<file path="src/rtl/imm_encoder_pkg.sv">
// Shared constants for the immediate encoder: ImmSrc selector codes and
// FSM state encoding.
package imm_encoder_pkg;

  // ImmSrc selector values (match the datapath extender)
  localparam logic [1:0] IMM_DP  = 2'b00;
  localparam logic [1:0] IMM_MEM = 2'b01;
  localparam logic [1:0] IMM_BR  = 2'b10;

  // FSM state encoding
  localparam logic [1:0] ST_IDLE   = 2'd0;
  localparam logic [1:0] ST_SEARCH = 2'd1;
  localparam logic [1:0] ST_DONE   = 2'd2;

endpackage

</file>
<file path="src/rtl/imm_rot_check.sv">
// Tests one rotation candidate for a DP rotated immediate: the value rotated
// left by 2*rot must fit in the low 8 bits.
module imm_rot_check (
  input  logic [31:0] value,
  input  logic [3:0]  rot,
  output logic        hit,
  output logic [7:0]  imm8
);

  logic [63:0] doubled;
  logic [63:0] shifted;
  logic [31:0] cand;

  // Rotate-left via a doubled word so rot=0 needs no special case
  always_comb begin
    doubled = {value, value};
    shifted = doubled << {rot, 1'b0};
    cand    = shifted[63:32];
    hit     = (cand[31:8] == 24'd0);
    imm8    = cand[7:0];
  end

endmodule

</file>
<file path="src/rtl/imm_encoder.sv">
// Inverse immediate extender: finds the 24-bit instruction immediate field
// that extends back to a given 32-bit constant. DP rotated immediates are
// searched one rotation per cycle, smallest rotation first.
module imm_encoder
  import imm_encoder_pkg::*;
#(
  parameter int ROT_STEPS = 16
) (
  input  logic        clk,
  input  logic        reset,
  input  logic        req_valid,
  output logic        req_ready,
  input  logic [31:0] req_value,
  input  logic [1:0]  req_src,
  output logic        rsp_valid,
  input  logic        rsp_ready,
  output logic [23:0] rsp_field,
  output logic        rsp_ok
);

  localparam logic [3:0] ROT_LAST = 4'(ROT_STEPS - 1);

  logic [1:0]  state_reg;
  logic [3:0]  rot_reg;
  logic [31:0] value_reg;
  logic [1:0]  src_reg;
  logic [23:0] field_reg;
  logic        ok_reg;

  logic        rot_hit;
  logic [7:0]  rot_imm8;
  logic        ok_next;
  logic [23:0] field_next;
  logic        finish_next;

  imm_rot_check u_rot_check (
    .value (value_reg),
    .rot   (rot_reg),
    .hit   (rot_hit),
    .imm8  (rot_imm8)
  );

  // Evaluate the current candidate for the captured selector
  always_comb begin
    ok_next     = 1'b0;
    field_next  = 24'd0;
    finish_next = 1'b1;
    case (src_reg)
      IMM_DP: begin
        ok_next     = rot_hit;
        field_next  = {12'd0, rot_reg, rot_imm8};
        finish_next = rot_hit || (rot_reg == ROT_LAST);
      end
      IMM_MEM: begin
        ok_next    = (value_reg[31:12] == 20'd0);
        field_next = {12'd0, value_reg[11:0]};
      end
      IMM_BR: begin
        // Word aligned, and bits 31:25 all copies of the field sign bit
        ok_next    = (value_reg[1:0] == 2'b00) &&
                     ((value_reg[31:25] == 7'h00) || (value_reg[31:25] == 7'h7F));
        field_next = value_reg[25:2];
      end
      default: begin
        ok_next = 1'b0;
      end
    endcase
    if (!ok_next) begin
      field_next = 24'd0;
    end
  end

  // FSM, rotation counter, capture and response registers
  always_ff @(posedge clk or negedge reset) begin
    if (!reset) begin
      state_reg <= ST_IDLE;
      rot_reg   <= 4'd0;
      value_reg <= 32'd0;
      src_reg   <= 2'd0;
      field_reg <= 24'd0;
      ok_reg    <= 1'b0;
    end else begin
      case (state_reg)
        ST_IDLE: begin
          if (req_valid) begin
            value_reg <= req_value;
            src_reg   <= req_src;
            rot_reg   <= 4'd0;
            state_reg <= ST_SEARCH;
          end
        end
        ST_SEARCH: begin
          if (finish_next) begin
            field_reg <= field_next;
            ok_reg    <= ok_next;
            state_reg <= ST_DONE;
          end else begin
            rot_reg <= rot_reg + 4'd1;
          end
        end
        ST_DONE: begin
          if (rsp_ready) begin
            state_reg <= ST_IDLE;
          end
        end
        default: begin
          state_reg <= ST_IDLE;
        end
      endcase
    end
  end

  // Ready is held low while reset is asserted even though the state is IDLE
  assign req_ready = (state_reg == ST_IDLE) && reset;
  assign rsp_valid = (state_reg == ST_DONE);
  assign rsp_field = field_reg;
  assign rsp_ok    = ok_reg;

endmodule

</file>
<file path="config.mk">
export PLATFORM = sky130hd
export DESIGN_NAME = imm_encoder
export DESIGN_NICKNAME = d
export VERILOG_FILES = /design/src/rtl/imm_encoder_pkg.sv /design/src/rtl/imm_rot_check.sv /design/src/rtl/imm_encoder.sv
export SDC_FILE = /design/constraint.sdc
export NUM_CORES = 1
export LEC_CHECK = 0
export CAP_MARGIN = 15
export CORE_MARGIN = 3
export CORE_UTILIZATION = 50
export DETAILED_ROUTE_END_ITERATION = 8
export MAX_ROUTING_LAYER = met4
export PLACE_DENSITY_LB_ADDON = 0.15
export SLEW_MARGIN = 20
export SYNTH_ARGS = -nofsm -noshare
export SYNTH_HDL_FRONTEND = slang
export SYNTH_SLANG_ARGS = --single-unit
</file>
<file path="constraint.sdc">
create_clock -name clk -period 3.56 [get_ports clk]
set_input_delay 0.712 -clock clk [delete_from_list [all_inputs] [get_ports clk]]
set_output_delay 0.712 -clock clk [all_outputs]
set_load 0.005 [all_outputs]
</file>
==> reports/results.tsv <==
metric	value	unit
drv_cap	0	
clkLatencyLatePin	0.35	ns
path_buf_inv	2	
yosys.area.top_type	dfrtp_1	
endpoint_kind	flip-flop	
cts.sinks	65	
ys_ff_latch	65	
drt_iter0_drc	370	
tightest_slew	0.8312	ns
hold_path_class	reg2reg	
grt_pass1_vias	4267	
ir_worst_vdd	0.4228	mV
placed_cell_area	0.005512	sq mm
globalRouteMet1Util	36.80	%
avgSynthCellArea	8.905	sq um
reg2reg_to	rsp_field[0]	
grt_pass1_wl	22.98	mm
synth_ff_type	dfrtp_1	
start_util	51.66	%
pwr_density_cell	1004	mW/mm^2
period_share	91.48	%
finalMaxSlewViolations	0	
fin_area	0.005707	sq mm
period_minus_slack	3.257	ns
reg2reg_from	rot_reg[1]	
core	0.009240	sq mm
finalNonFillerCells	713	
fin_skew	0.008835	ns
critical_path_class	reg2reg	
cts_post_setup_buffers_inserted	0	
layout_common_cells	146 x nand2_1, 63 x clkdlybuf4s50_1, 63 x dfrtp_1	
drive_gt1_share	16.27	%
antenna_found_initial	0	
rrSetupSlack	0.30	ns
crit_start	rot_reg[1]	
die_width	103.7	um
cts-root-buf	clkbuf_8	
gp_congestion	0.9850	
synth_seq_area_share	34.08	%
cts.htree.levels	3	
num-fill-cells	816	
cts_buffers	9	
ys_types	53	
critPathMaxFanout	21	
relSlewSlack	44.59	%
crit_arrival	3.52	ns
synth_fp_nets	575	
p_total	5.730	mW
critPathCapture	rsp_field[0]	
syn-instance-count	536	
drc_errors	0	
synth_async_sr_flop_share	100.0	%
io_pins	65	
dieArea	0.01075	sq mm
crit_top_cell	buf_4	
critPathTopFamily	compound AO/OA/AOI/OAI gates	
netlist_top_cells_area	dfrtp_1 34%, mux4_2 14%, nand2_1 11%, mux2i_1 4.6%, o211ai_1 3.0%	
slowest_delay	0.66	ns
cp_cell_sequence	buf_4, buf_4, mux4_2, mux2_2, a2111oi_4, o22ai_4, o31a_1, o211ai_1	
viasPerCell	6.217	
largest_reg_flops	32	
path_depth	8	
setup_viol	0	
ant_nets	0	
reg2reg_depth	8	
cts.repair.resized	0	
die_h	103.7	um
use_met3	6.978	%
cts_tree	done	
gr-total-overflow	0	
timing.hold.ws	0.5337	ns
nets	619	
grt.total_usage	27.59	%
rows	35	
min_path_cells	2	
place_inst	698	
grt_max_degree	66	
vias	4433	
area_growth	19.55	%
wl_per_cell	19.76	um
use_met2	40.89	%
power_leakage	2.320	nW
hpwl	9.761	mm
antenna-diode-count	0	
synth_edf_count	0	
cp-start-kind	flip-flop	
layout_commonest_cell	nand2_1	
fin_util	61.76	%
dr.pass1.iters	5	
clock_path_buffers	2	
ys_warn_count	0	
totalWireLength	14.09	mm
final-hold-violation-count	0	
dpl_worst_slack	0.3276	ns
fin_setup_tns	0	ns
rsz0062_at_grt	no	
synth_top_area_share	34.08	%
fin_ws	0.3033	ns
cpMaxStageDelayCell	dfrtp_2	
portBuffers	64	
path_clk_slew	0.07	ns
worst_ep_required_time	3.82	ns
max_freq	307.1	MHz
syn_area	0.004773	sq mm
status	completed	
grt.busiest_layer	met2	
hold_buffers	0	
-- cell usage after synthesis (all sizes together), types with 12 or more instances --
library cell,number
nand2,146
dfrtp,65
buf,18
nor3,13
o21ai,24
clkbuf,36
a22oi,12
mux4,30
a21oi,17
mux2i,22
nor2,34
o211ai,29
-- worst register-to-register path, delay by kind of cell, from the launching register on --
family	cells	cell delay [ns]
compound gates	4	1.36
buf+inv	2	0.54
mux	2	0.62
flops	1	0.66
-- cell type report --
class                      count  area, sq um  share of cell area [%]
clock buffer                  12        155.1                   2.719
sequential                    65         1629                   28.55
multi-input combinational    412         2894                   50.71
clock inverter                 3        40.04                  0.7016
timing repair buffer          87        808.3                   14.16
inverter                       5        18.77                  0.3289
tap                          129        161.4                   2.828
-- cells by family (layout without fill, tap and decap cells) --
kind of cell             after synthesis  in the layout  share of synthesized area, %
adder cells (fa/ha/maj)                1              1                        0.2621
flip-flops                            65             65                         34.08
buffers and inverters                 59            107                         5.400
AND/OR/NAND/NOR                      233            233                         20.68
AO/OA/AOI/OAI                        117            117                         18.69
multiplexers                          61             61                         20.89
-- where the power goes --
part	leakage, nW	internal [mW]	switching (mW)
clock	0.102	0.356	0.293
combinational	1.41	1.64	1.65
sequential	0.803	1.09	0.706
total	2.32	3.08	2.65
-- routing by layer --
layer  wire length, um  share of wire [%]
met5                 0                  0
met4               420                3.0
met3              1280                9.1
met2              6362                 45
met1              6026                 43
-- worst min-delay path by stage --
stage | startpoint | to | slack (ns)
after global placement | rsp_field[6] | rsp_field[6] | 0.51
after CTS | rsp_ok | rsp_ok | 0.54
after detailed placement | rsp_field[4] | rsp_field[4] | 0.52
after global routing | rsp_ok | rsp_ok | 0.56
after floorplan | reset | rot_reg[0] | 0.42
final | rsp_ok | rsp_ok | 0.53
(Power assumes the default switching activity.)
